`src/rtl/popcount_pkg.sv`:
```
// Shared types and sizing helpers for the popcount accumulator slice.
package popcount_pkg;

  typedef enum logic [1:0] {
    S_IDLE,
    S_ACC,
    S_OUT
  } state_t;

  localparam int unsigned COMP_IN_W  = 7;
  localparam int unsigned COMP_OUT_W = 3;

  // Smallest width that holds 7*frame_len, the largest possible frame total.
  function automatic int unsigned sum_width(input int unsigned frame_len);
    return unsigned'($clog2(7 * frame_len + 1));
  endfunction

endpackage

```
`src/rtl/popcount_accum_comp73.sv`:
```
// Comp73 compressor: 7 input bits reduced to their 3-bit ones-count by a full-adder tree.
module comp73
  import popcount_pkg::*;
(
  input  logic [COMP_IN_W-1:0]  din,
  output logic [COMP_OUT_W-1:0] cnt
);

  logic s_a, c_a, s_b, c_b, s_c, c_c, s_d, c_d;

  always_comb begin
    // Two weight-1 full adders, then merge their sums with bit 6.
    s_a = din[0] ^ din[1] ^ din[2];
    c_a = (din[0] & din[1]) | (din[0] & din[2]) | (din[1] & din[2]);
    s_b = din[3] ^ din[4] ^ din[5];
    c_b = (din[3] & din[4]) | (din[3] & din[5]) | (din[4] & din[5]);
    s_c = s_a ^ s_b ^ din[6];
    c_c = (s_a & s_b) | (s_a & din[6]) | (s_b & din[6]);
    // Three weight-2 carries compress into the upper two count bits.
    s_d = c_a ^ c_b ^ c_c;
    c_d = (c_a & c_b) | (c_a & c_c) | (c_b & c_c);
    cnt = {c_d, s_d, s_c};
  end

endmodule

```
`src/rtl/popcount_accum.sv`:
```
// Frame-based popcount accumulator: sums Comp73 counts over up to FRAME_LEN words
// and presents the total on a valid/ready output.
module popcount_accum
  import popcount_pkg::*;
#(
  parameter  int unsigned FRAME_LEN = 16,
  localparam int unsigned CNT_W     = $clog2(FRAME_LEN + 1),
  localparam int unsigned SUM_W     = sum_width(FRAME_LEN)
) (
  input  logic                 clk,
  input  logic                 rst_n,
  input  logic                 flush,
  input  logic                 in_valid,
  output logic                 in_ready,
  input  logic [6:0]           in_data,
  input  logic                 in_last,
  output logic                 out_valid,
  input  logic                 out_ready,
  output logic [SUM_W-1:0]     out_sum,
  output logic [CNT_W-1:0]     out_words
);

  localparam logic [CNT_W-1:0] LAST_IDX = CNT_W'(FRAME_LEN - 1);

  state_t           state, state_d;
  logic [SUM_W-1:0] acc, acc_d;
  logic [CNT_W-1:0] word_cnt, word_cnt_d;
  logic             out_valid_d;
  logic [SUM_W-1:0] out_sum_d;
  logic [CNT_W-1:0] out_words_d;

  logic [2:0]       cnt3;
  logic [SUM_W-1:0] nxt;
  logic [CNT_W-1:0] wnxt;
  logic             accept;
  logic             drain;
  logic             end_of_frame;

  comp73 u_comp73 (
    .din (in_data),
    .cnt (cnt3)
  );

  // Gating with rst_n keeps the input stalled for the whole reset window.
  always_comb begin
    in_ready = 1'b0;
    if (rst_n) begin
      if (state == S_OUT) in_ready = out_ready & ~flush;
      else                in_ready = ~flush;
    end
  end

  always_comb begin
    accept       = in_valid & in_ready;
    drain        = out_valid & out_ready;
    nxt          = acc + SUM_W'(cnt3);
    wnxt         = word_cnt + CNT_W'(1);
    end_of_frame = accept & (in_last | (word_cnt == LAST_IDX));
  end

  always_comb begin
    state_d     = state;
    acc_d       = acc;
    word_cnt_d  = word_cnt;
    out_valid_d = out_valid;
    out_sum_d   = out_sum;
    out_words_d = out_words;

    if (flush) begin
      acc_d      = '0;
      word_cnt_d = '0;
    end

    unique case (state)
      S_IDLE, S_ACC: begin
        if (flush) begin
          state_d = S_IDLE;
        end else if (end_of_frame) begin
          out_sum_d   = nxt;
          out_words_d = wnxt;
          out_valid_d = 1'b1;
          acc_d       = '0;
          word_cnt_d  = '0;
          state_d     = S_OUT;
        end else if (accept) begin
          acc_d      = nxt;
          word_cnt_d = wnxt;
          state_d    = S_ACC;
        end
      end
      S_OUT: begin
        // Any accept here implies out_ready, so the held result drains this cycle.
        if (end_of_frame) begin
          out_sum_d   = nxt;
          out_words_d = wnxt;
          out_valid_d = 1'b1;
          acc_d       = '0;
          word_cnt_d  = '0;
          state_d     = S_OUT;
        end else if (accept) begin
          acc_d       = nxt;
          word_cnt_d  = wnxt;
          out_valid_d = 1'b0;
          state_d     = S_ACC;
        end else if (drain) begin
          out_valid_d = 1'b0;
          state_d     = S_IDLE;
        end
      end
      default: begin
        state_d     = S_IDLE;
        acc_d       = '0;
        word_cnt_d  = '0;
        out_valid_d = 1'b0;
      end
    endcase
  end

  always_ff @(posedge clk or negedge rst_n) begin
    if (!rst_n) begin
      state     <= S_IDLE;
      acc       <= '0;
      word_cnt  <= '0;
      out_valid <= 1'b0;
      out_sum   <= '0;
      out_words <= '0;
    end else begin
      state     <= state_d;
      acc       <= acc_d;
      word_cnt  <= word_cnt_d;
      out_valid <= out_valid_d;
      out_sum   <= out_sum_d;
      out_words <= out_words_d;
    end
  end

endmodule
```
`config.mk`:
```
export PLATFORM = sky130hd
export DESIGN_NAME = popcount_accum
export DESIGN_NICKNAME = d
export VERILOG_FILES = /design/src/rtl/popcount_pkg.sv /design/src/rtl/popcount_accum_comp73.sv /design/src/rtl/popcount_accum.sv
export SDC_FILE = /design/constraint.sdc
export NUM_CORES = 1
export LEC_CHECK = 0
export ABC_AREA = 1
export CAP_MARGIN = 15
export CORE_ASPECT_RATIO = 1.1
export CORE_UTILIZATION = 57
export CTS_BUF_LIST = sky130_fd_sc_hd__clkbuf_16
export CTS_CLUSTER_SIZE = 16
export DETAILED_ROUTE_END_ITERATION = 12
export PLACE_DENSITY = 0.85
export SLEW_MARGIN = 5
export SYNTH_ARGS = -nofsm -noshare
export SYNTH_HDL_FRONTEND = slang
export SYNTH_HIERARCHICAL = 1
export SYNTH_SLANG_ARGS = --single-unit
```
`constraint.sdc`:
```
create_clock -name clk -period 2.6 [get_ports clk]
set_input_delay 0.26 -clock clk [delete_from_list [all_inputs] [get_ports clk]]
set_output_delay 0.26 -clock clk [all_outputs]
set_load 0.05 [all_outputs]
```
# After elaboration in Yosys (flattened, before gate mapping)
# Index checks and enable logic that the tools add are counted.
# totals
mem_count	0
mem_bits_rw	0
romBits	0
inputBits	13
latch_bits	0
reg_bits	27
out_inout_bits	14
wordCells	86
# op_classes
muxes	31
bitwise	34
n_mul	0
reduce_logical	6
n_lt_le_gt_ge	0
div_mod_pow	0
addsub	2
shifts	0
eq_ne	7
# ops
op	n
7-bit two-way mux	6
5-bit two-way mux	6
7-bit one-hot mux with 2 select lines	2
5-bit one-hot mux with 2 select lines	2
1-bit AND	16
2-bit two-way mux	6
1-bit OR	9
4-bit inequality test (second input constant)	2
1-bit XOR	8
7-bit by 3-bit adder with 7-bit output	1
1-bit two-way mux	7
5-bit by 1-bit adder with 5-bit output (second input constant)	1
5-bit by 4-bit == test with 1-bit output (second input constant)	1
2-bit inequality test (second input constant)	2
2-bit one-hot mux with 2 select lines	1
2-bit AND reduction	2
3-bit AND reduction	1
2-bit by 1-bit == test with 1-bit output (second input constant)	1
2-bit == test (second input constant)	1
2-bit logical NOT	1
1-bit one-hot mux with 2 select lines	1
2-bit nonzero test	1
2-bit OR reduction	1
1-bit inverter	1

# Longest topological paths before layout
# Gate-level depths: netlist of run 1.
# logic_depth
depth_word	13
depth_mapped	16
mapped_depth_nobuf	15

# Modules after synthesis
# Netlist of run 1, hierarchy kept.
# modules_own_cells
module	seq_area_each_um2	area_per_inst_um2	cells_each	n_inst
popcount_accum	675.6	1490.2	191	1
comp73	0.0	132.6	15	1

# Worst setup path before layout of run 1
# OpenSTA, ideal clock, no wires.
# synth_timing
kind	input to register
start	input port in_data[0]
end	register acc[4]
stages	15
required_time_ps	2480
n_path_buf	1
slack_ps	-113
arrival_time_ps	2594
setup_ps	120
cell_sequence	inv_1 fa_1 fa_1 inv_1 fa_1 buf_4 inv_1 fa_1 inv_1 nand3_1 nand2_1 xor2_1 nand2_1 nand2_1 nor2_1
# synth_via
word_cells_on_any_way	24
cone_classes	1 x add/sub; 4 x mux; 19 x bitwise
# synth_lines
item	line	source
start, declared	popcount_accum.sv:15	input logic [6:0] in_data,
1-bit XOR (2 in series)	popcount_accum_comp73.sv:13	s_a = din[0] ^ din[1] ^ din[2];
1-bit AND	popcount_accum_comp73.sv:18	c_c = (s_a & s_b) | (s_a & din[6]) | (s_b & din[6]);
1-bit OR (2 in series)	popcount_accum_comp73.sv:18	
1-bit XOR (*)	popcount_accum_comp73.sv:20	s_d = c_a ^ c_b ^ c_c;
via u_comp73.s_d	popcount_accum_comp73.sv:9	logic s_a, c_a, s_b, c_b, s_c, c_c, s_d, c_d;
7-bit by 3-bit adder with 7-bit output (*)	popcount_accum.sv:56	nxt = acc + SUM_W'(cnt3);
7-bit two-way mux (*)	popcount_accum.sv:85, popcount_accum.sv:100	
7-bit two-way mux (*)	popcount_accum.sv:78	end else if (end_of_frame) begin
7-bit two-way mux	popcount_accum.sv:76	if (flush) begin
7-bit one-hot mux with 2 select lines (*)	popcount_accum.sv:74	unique case (state)
via acc_d[4]	popcount_accum.sv:26	logic [SUM_W-1:0] acc, acc_d;
end signal, assigned	popcount_accum.sv:122	acc <= '0;
end signal, assigned	popcount_accum.sv:129	acc <= acc_d;
end, declared	popcount_accum.sv:26	
# Mark *: on every way through the listed nets, which the timed path passes. The rest lies on a longest branch.
# A chain may end at the register's enable or synchronous reset.

# Worst setup path in the final report of run 1
# layout_timing
start	input port in_data[2]
end	register acc[4]
# layout_via
word_cells_on_any_way	23
cone_classes	1 x add/sub; 4 x mux; 18 x bitwise
# layout_lines
item	line	source
1-bit AND or 1-bit XOR (tied branches)	popcount_accum_comp73.sv:14, popcount_accum_comp73.sv:13	
1-bit OR or 1-bit AND (tied branches)	popcount_accum_comp73.sv:14, popcount_accum_comp73.sv:18	
1-bit OR, on equally long branches	popcount_accum_comp73.sv:14, popcount_accum_comp73.sv:18	
1-bit XOR or 1-bit OR (tied branches)	popcount_accum_comp73.sv:20, popcount_accum_comp73.sv:18	
1-bit XOR (*)	popcount_accum_comp73.sv:20	
via cnt3[1]	popcount_accum.sv:32	logic [2:0] cnt3;
7-bit by 3-bit adder with 7-bit output (*)	popcount_accum.sv:56	
7-bit two-way mux (*)	popcount_accum.sv:85, popcount_accum.sv:100	
7-bit two-way mux (*)	popcount_accum.sv:78	
7-bit two-way mux	popcount_accum.sv:76	
7-bit one-hot mux with 2 select lines (*)	popcount_accum.sv:74	
via acc_d[4]	popcount_accum.sv:26	
# Marked as above.

==> summary.md, run 1 <==
| Metric | Value |
|---|---|
| Nets | `261` |
| Sequential fraction of the synthesis area | `a little over two fifths` |
| Leak pwr | `around 1.1 nW` |
| Worst Path Required | `about 2.8 ns` |
| Critical Path End Type | `flip-flop` |
| GRT Residual Overflow | `0` |
| Num CTS Buffers | `3` |
| Max Cap Viol | `0` |
| Clk buf depth | `2` |
| WHS | `0.390 ns` |
| Largest net degree at the start of global routing | `28` |
| H-tree depth | `1` |
| Core footprint | `roughly 2600 um2` |
| CP startpoint kind | `input pin` |
| Detailed-route wire length | `3960 um` |
| Initial drt markers | `36` |
| Layout cells sized above 1 | `between 20% and 30%` |
| CTS tree | `yes` |
| Cells after synthesis | `206` |
| Top post-synthesis cells by area | `dfrtp_1 42%, nand2_1 17%, inv_1 8.1%` |
| Synthesized area per cell | `a little under 8 um2` |
| Max FO, Critical Path | `3` |
| RSZ-0062 raised after global routing | `yes` |
| Vias/cell | `~5.4` |
| Area delta synth->final | `29.4%` |
| Die width | `between 50 and 60 um` |
| Dpl cells | `263` |
| Crit path from | `in_data[2]` |
| Worst ir drop on vdd | `about 570 uV` |
| Crit path time final | `2.59 ns` |
| Total iterations of the first detailed-routing run | `4` |
| Max Clock Skew | `roughly 0.0044 ns` |
| FP Rows | `19` |
| Commonest non-fill, non-tap cell in the layout | `nand2_1` |
| CP endpoint | `acc[4]` |
| Initial Util | `62.6%` |
| CTS sink cnt | `27` |
| First-pass GRT wire length | `6410 um` |
| Ant diodes | `0` |
| Die H | `slightly below 60 um` |
| Reg-to-reg critical path endpoint | `acc[1]` |
| Die area | `about 3100 um2` |
| Post-synthesis register bit count | `27` |
| DRT antenna net count | `0` |
| CP Class | `input pin to flip-flop` |
| Post-CTS Hold Fix Bufs | `0` |
| Drc violations | `0` |
| Register area | `slightly below 700 um2` |
| Syn_nets | `229` |
| GRT Total Usage | `just under 30%` |
| Critical path arrival | `about 2.8 ns` |
| Clk root buf | `clkbuf_16` |
| Final setup fails | `0` |
| Multi-input gate area | `857 um2` |
| Slew @ Worst Pin | `approximately 0.51 ns` |
| Mapped cell area | `~1600 um2` |
| Fillers | `around 170` |
| Vias in the first global route | `about 1500` |
| Area share of the largest cell type after synthesis | `41.6%` |
| Post-route insts no fill | `between 200 and 300` |
| Routed via count | `between 1000 and 1500` |
| Reg2reg start | `word_cnt[0]` |
| Initial antenna violation count | `0` |
| IO Port Bufs | `26` |
| Reg2Reg Setup Slack | `slightly below 0.7 ns` |
| R2r worst-path depth | `9` |
| YS warnings | `6` |
| Rel. slew slack | `between 60% and 70%` |
| Reg clk slew, reported paths | `0.07 ns` |
| Unique masters post-synth | `23` |
| Final Slew Violations | `0` |
| Final hold vios | `0` |
| WL/cell | `between 10 and 15 um` |
| Placer Congestion | `~0.86` |
| Cell area power density | `roughly 620 nW/um2` |
| Fmax | `386 MHz` |
| Detailed placement HPWL | `approximately 2700 um` |
| Status | `complete, no violations` |
| Worst hold path class | `input pin to async pin` |
| Tcrit/Tclk final | `between 90% and 100%` |
| Worst skew pair latency | `0.27 ns` |
| # IOs | `27` |
| Cell taking the most area after synthesis | `dfrtp_1` |
| Commonest non-fill, non-tap cells in the layout | `72 x nand2_1, 29 x inv_1, 27 x dfrtp_1` |
power breakdown:
part | switching, mW | internal (mW) | leakage, nW
logic | 0.280 | 0.161 | 0.661
clock network | 0.157 | 0.210 | 0.0371
registers | 0.0291 | 0.462 | 0.367
state kept, by name, summed over array words and instances, names as in the netlist:
register   flops
acc            7
out_sum        7
out_valid      1
out_words      5
state          2
word_cnt       5
synthesized netlist by cell type:
cell type,n
nand2_2,3
o21ai_4,1
nand2_1,74
inv_2,1
nand4_4,1
a21oi_1,9
inv_4,1
nor2_4,2
o21ai_0,8
clkinv_1,1
nand3_1,14
nand4_1,1
buf_6,1
fa_1,5
inv_1,35
xnor2_1,1
nor2_1,7
nor2_2,1
dfrtp_1,27
xor2_1,3
ha_1,5
buf_4,3
nand3_2,2
worst max-delay path: stages:
cell and delay (ns):
buf_6 0.07, inv_2 0.03, fa_1 0.57, fa_2 0.20
inv_2 0.04, fa_1 0.54, inv_2 0.06, fa_2 0.35
inv_2 0.09, nand3_4 0.08, nand2_4 0.12, xor2_2 0.16
nand2_1 0.08, nand2_1 0.07, nor2_1 0.04
cell type report:
type	count	share of cell area [%]
Multi-Input combinational cell	137	40.8
Sequential cell	27	32.2
Timing Repair Buffer	31	14.3
Inverter	38	6.91
Clock buffer	3	3.58
Tap cell	31	1.85
Clock inverter	1	0.358
worst min-delay path by stage:
stage                         endpoint  slack, ns  cells after the start
final                     out_words[4]       0.39                      2
after global routing      out_words[4]       0.44                      2
after CTS                       acc[4]       0.41                      2
after detailed placement  out_words[3]       0.46                      2
after global placement    out_words[3]       0.46                      2
after floorplan                 acc[0]      -0.04                      0
stage by stage:
| stage | setup slack, ns | utilization [%] | TNS (ns) | cell area, um2 | total power, mW |
|---|---|---|---|---|---|
| floorplan | -0.0289 | - | -0.0289 | 1630 | 0.762 |
| detailed placement | -0.634 | 74.5 | -6.22 | 1930 | 0.899 |
| global route | -0.0975 | 81.0 | -0.337 | 2100 | 1.35 |
| global placement | -0.477 | 74.5 | -5.01 | 1930 | 0.883 |
| finish | 0.00736 | 81.0 | 0 | 2100 | 1.30 |
| CTS | 0.0124 | 78.4 | 0 | 2030 | 1.27 |
routing by layer:
layer  track usage [%]  vias up  part of all wire (%)
li1                  -      689                     -
met1              32.7      700                    40
met2              54.1       44                    54
met3              4.72       14                   3.8
met4              15.0        0                   2.6
met5                 0        -                     0
cells by family after synthesis:
| group | count (synthesis) | synth area share (%) |
|---|---|---|
| AO/OA/AOI/OAI | 18 | 6.25 |
| XOR/XNOR | 4 | 2.16 |
| adder cells (fa/ha/maj) | 10 | 10.0 |
| buffers and inverters | 42 | 11.0 |
| flip-flops | 27 | 41.6 |
| AND/OR/NAND/NOR | 105 | 28.9 |
timing repair:
action	CTS	global route
setup buffers	1	0
setup endpoints to repair	12	10
pin swaps	10	17
resized for setup	29	17
No activity file was read; power rests on OpenSTA's default activity.
==> run 2: changes to the inputs <==
--- a/config.mk
+++ b/config.mk
@@ -6,7 +6,7 @@
 export NUM_CORES = 1
 export LEC_CHECK = 0
 export ABC_AREA = 1
-export CAP_MARGIN = 15
+export CAP_MARGIN = 20
 export CORE_ASPECT_RATIO = 1.1
 export CORE_UTILIZATION = 57
 export CTS_BUF_LIST = sky130_fd_sc_hd__clkbuf_16
==> results of run 2 <==
No change in the layout: final DEF, timing and power equal those of run 1.
==> run 3: changes to the inputs <==
--- a/config.mk
+++ b/config.mk
@@ -8,11 +8,12 @@
 export ABC_AREA = 1
 export CAP_MARGIN = 20
 export CORE_ASPECT_RATIO = 1.1
-export CORE_UTILIZATION = 57
+export CORE_UTILIZATION = 51
 export CTS_BUF_LIST = sky130_fd_sc_hd__clkbuf_16
 export CTS_CLUSTER_SIZE = 16
 export DETAILED_ROUTE_END_ITERATION = 12
-export PLACE_DENSITY = 0.85
+export PLACE_DENSITY = 0.77
+export RECOVER_POWER = 50
 export SLEW_MARGIN = 5
 export SYNTH_ARGS = -nofsm -noshare
 export SYNTH_HDL_FRONTEND = slang
==> constraint.sdc (replaced) <==
create_clock -name clk -period 2.6 [get_ports clk]
set_input_delay 0.39 -clock clk [delete_from_list [all_inputs] [get_ports clk]]
set_output_delay 0.39 -clock clk [all_outputs]
set_load 0.05 [all_outputs]
==> summary.md, run 3 (synthesis gave the netlist of run 1 again) <==
| Metric | Value |
|---|---|
| Post-CTS Hold Fix Bufs | `0 (unchanged)` |
| Final Slew Violations | `0 (unchanged)` |
| Area delta synth->final | `26.4% (was 29.4%)` |
| Placed inst area | `1940 um2 (was 1930 um2)` |
| Critical path arrival | `2.72 ns (was 2.75 ns)` |
| Num CTS Buffers | `3 (unchanged)` |
| Cell area power density | `608 nW/um2 (was 619 nW/um2)` |
| Worst hold path class | `flip-flop to flip-flop (was input pin to async pin)` |
| Switching Fraction | `34.7% (was 35.8%)` |
| Clock power share | `28.6% (was 28.2%)` |
| WHS | `0.476 ns (was 0.390 ns)` |
| Pint | `0.815 mW (was 0.833 mW)` |
| Max FO, Critical Path | `3 (unchanged)` |
| Psw | `0.432 mW (was 0.466 mW)` |
| Reg clk slew, reported paths | `0.07 ns (about the same)` |
| Post-CTS setup buffer count | `0 (was 1)` |
| Final Cell Area | `2050 um2 (was 2100 um2)` |
| Die width | `55.8 um (was 52.9 um)` |
| Combinational share of power | `32.0% (was 34.0%)` |
| Commonest non-fill, non-tap cell in the layout | `nand2_1 (unchanged)` |
| Dpl ws | `-0.818 ns (was -0.634 ns)` |
| Biggest regs | `acc (7), out_sum (7) (unchanged)` |
| Final hold vios | `0 (unchanged)` |
| Ant diodes | `0 (unchanged)` |
| FP Rows | `21 (was 19)` |
| Initial Util | `53.2% (was 62.6%)` |
| Status | `complete, no violations (unchanged)` |
| Max Cap Viol | `0 (unchanged)` |
| H-tree depth | `1 (unchanged)` |
| Vias in the first global route | `1280 (was 1483)` |
| Routed via count | `1312 (was 1447)` |
| Total negative slack | `0 ns (unchanged)` |
| CP Class | `input pin to flip-flop (unchanged)` |
| Initial antenna violation count | `0 (unchanged)` |
| Core footprint | `3050 um2 (was 2590 um2)` |
| Worst Path Required | `2.75 ns (was 2.76 ns)` |
| GRT Residual Overflow | `0 (unchanged)` |
| Worst Slack Setup Final | `0.0281 ns (was 0.00736 ns)` |
| Detailed placement HPWL | `2370 um (was 2680 um)` |
| Clk root buf | `clkbuf_16 (unchanged)` |
| # IOs | `27 (unchanged)` |
| Max Clock Skew | `0.00563 ns (was 0.00440 ns)` |
| RSZ-0062 raised after global routing | `yes (unchanged)` |
| Total iterations of the first detailed-routing run | `5 (was 4)` |
| Slew @ Worst Pin | `1.49 ns (was 0.508 ns)` |
| Fmax | `389 MHz (was 386 MHz)` |
| Initial drt markers | `33 (was 36)` |
| Leak pwr | `1.06 nW (was 1.07 nW)` |
| Nets | `260 (was 261)` |
| IO Port Bufs | `26 (unchanged)` |
| CP startpoint kind | `input pin (unchanged)` |
| Detailed-route wire length | `3260 um (was 3960 um)` |
| Worst skew pair latency | `0.26 ns (was 0.27 ns)` |
| First-pass GRT wire length | `5600 um (was 6410 um)` |
| Clk buf depth | `2 (unchanged)` |
| Crit path time final | `2.57 ns (was 2.59 ns)` |
| Tcrit/Tclk final | `98.9% (was 99.7%)` |
| Die area | `3410 um2 (was 3060 um2)` |
| Die H | `61.2 um (was 58.0 um)` |
| CTS sink cnt | `27 (unchanged)` |
| Vias/cell | `4.86 (was 5.40)` |
| Final setup fails | `0 (unchanged)` |
| GRT Total Usage | `21.4% (was 29.8%)` |
| Critical Path End Type | `flip-flop (unchanged)` |
| Layout cells sized above 1 | `17.4% (was 20.7%)` |
| Fillers | `275 (was 171)` |
| Largest net degree at the start of global routing | `28 (unchanged)` |
| Rel. slew slack | `0.684% (was 66.0%)` |
| Flop pwr share | `39.4% (was 37.8%)` |
| WL/cell | `12.1 um (was 14.8 um)` |
| Tot Pwr | `1.25 mW (was 1.30 mW)` |
| Worst ir drop on vdd | `618 uV (was 571 uV)` |
| CTS tree | `yes (unchanged)` |
| DRT antenna net count | `0 (unchanged)` |
| Drc violations | `0 (unchanged)` |
| Commonest non-fill, non-tap cells in the layout | `73 x nand2_1, 28 x inv_1, 27 x dfrtp_1 (was 72 x nand2_1, 29 x inv_1, 27 x dfrtp_1)` |
| Placer Congestion | `0.857 (was 0.859)` |
==> run 3: power by group through the flow <==
stage          combinational (mW)  clock, mW  sequential [mW]
5_1_grt                     0.438      0.383            0.497
2_1_floorplan               0.150          0            0.616
3_3_place_gp                0.392          0            0.498
4_1_cts                     0.403      0.363            0.492
6_report                    0.399      0.357            0.491
3_5_place_dp                0.398          0            0.499
==> run 3: timing repair <==
action | CTS | global route
resized for setup | 29 | 9
pin swaps | 11 | 9
setup endpoints to repair | 12 | 10
==> run 3: final cells by class <==
class	count	area, um2	area share, %
Multi-Input combinational cell	137	808	39.4
Sequential cell	27	676	32.9
Timing Repair Buffer	30	289	14.1
Inverter	38	153	7.44
Clock buffer	3	75.1	3.66
Tap cell	34	42.5	2.07
Clock inverter	1	7.51	0.366
==> run 3: metrics by stage <==
stage	instances	utilization (%)
CTS	270	66.4
detailed placement	266	63.8
global route	270	67.3
global placement	266	63.8
finish	270	67.3
floorplan	206	-
==> run 3: path summary, 6_finish.rpt <==
check                             start            to  slack, ns  depth (start not counted)
hold / removal             out_words[3]  out_words[3]       0.48                          2
hold reg to reg            out_words[3]  out_words[3]       0.48                          2
setup / recovery             in_data[1]        acc[4]       0.03                         15
setup reg to reg            word_cnt[0]  out_words[0]       0.58                         11
min in group asynchronous         rst_n  out_words[0]       1.05                          2
max in group asynchronous         rst_n  out_words[3]       0.68                          2
==> run 3: per-layer routing <==
layer	part of all wire [%]	track usage (%)	vias to the layer above
li1	-	-	685
met1	45	26.6	602
met2	51	40.1	23
met3	3.5	2.52	2
met4	0.58	6.43	0
met5	0	0	-
==> run 3: critical path, cell delays in order <==
cell and delay (ns):
buf_6 0.07, inv_2 0.03, fa_1 0.56, fa_2 0.20, inv_2 0.03, fa_1 0.52, inv_2 0.05, fa_2 0.34
inv_2 0.06, nand3_2 0.07, nand2_4 0.10, xor2_2 0.13, nand2_1 0.06, nand2_1 0.07, nor2_2 0.04
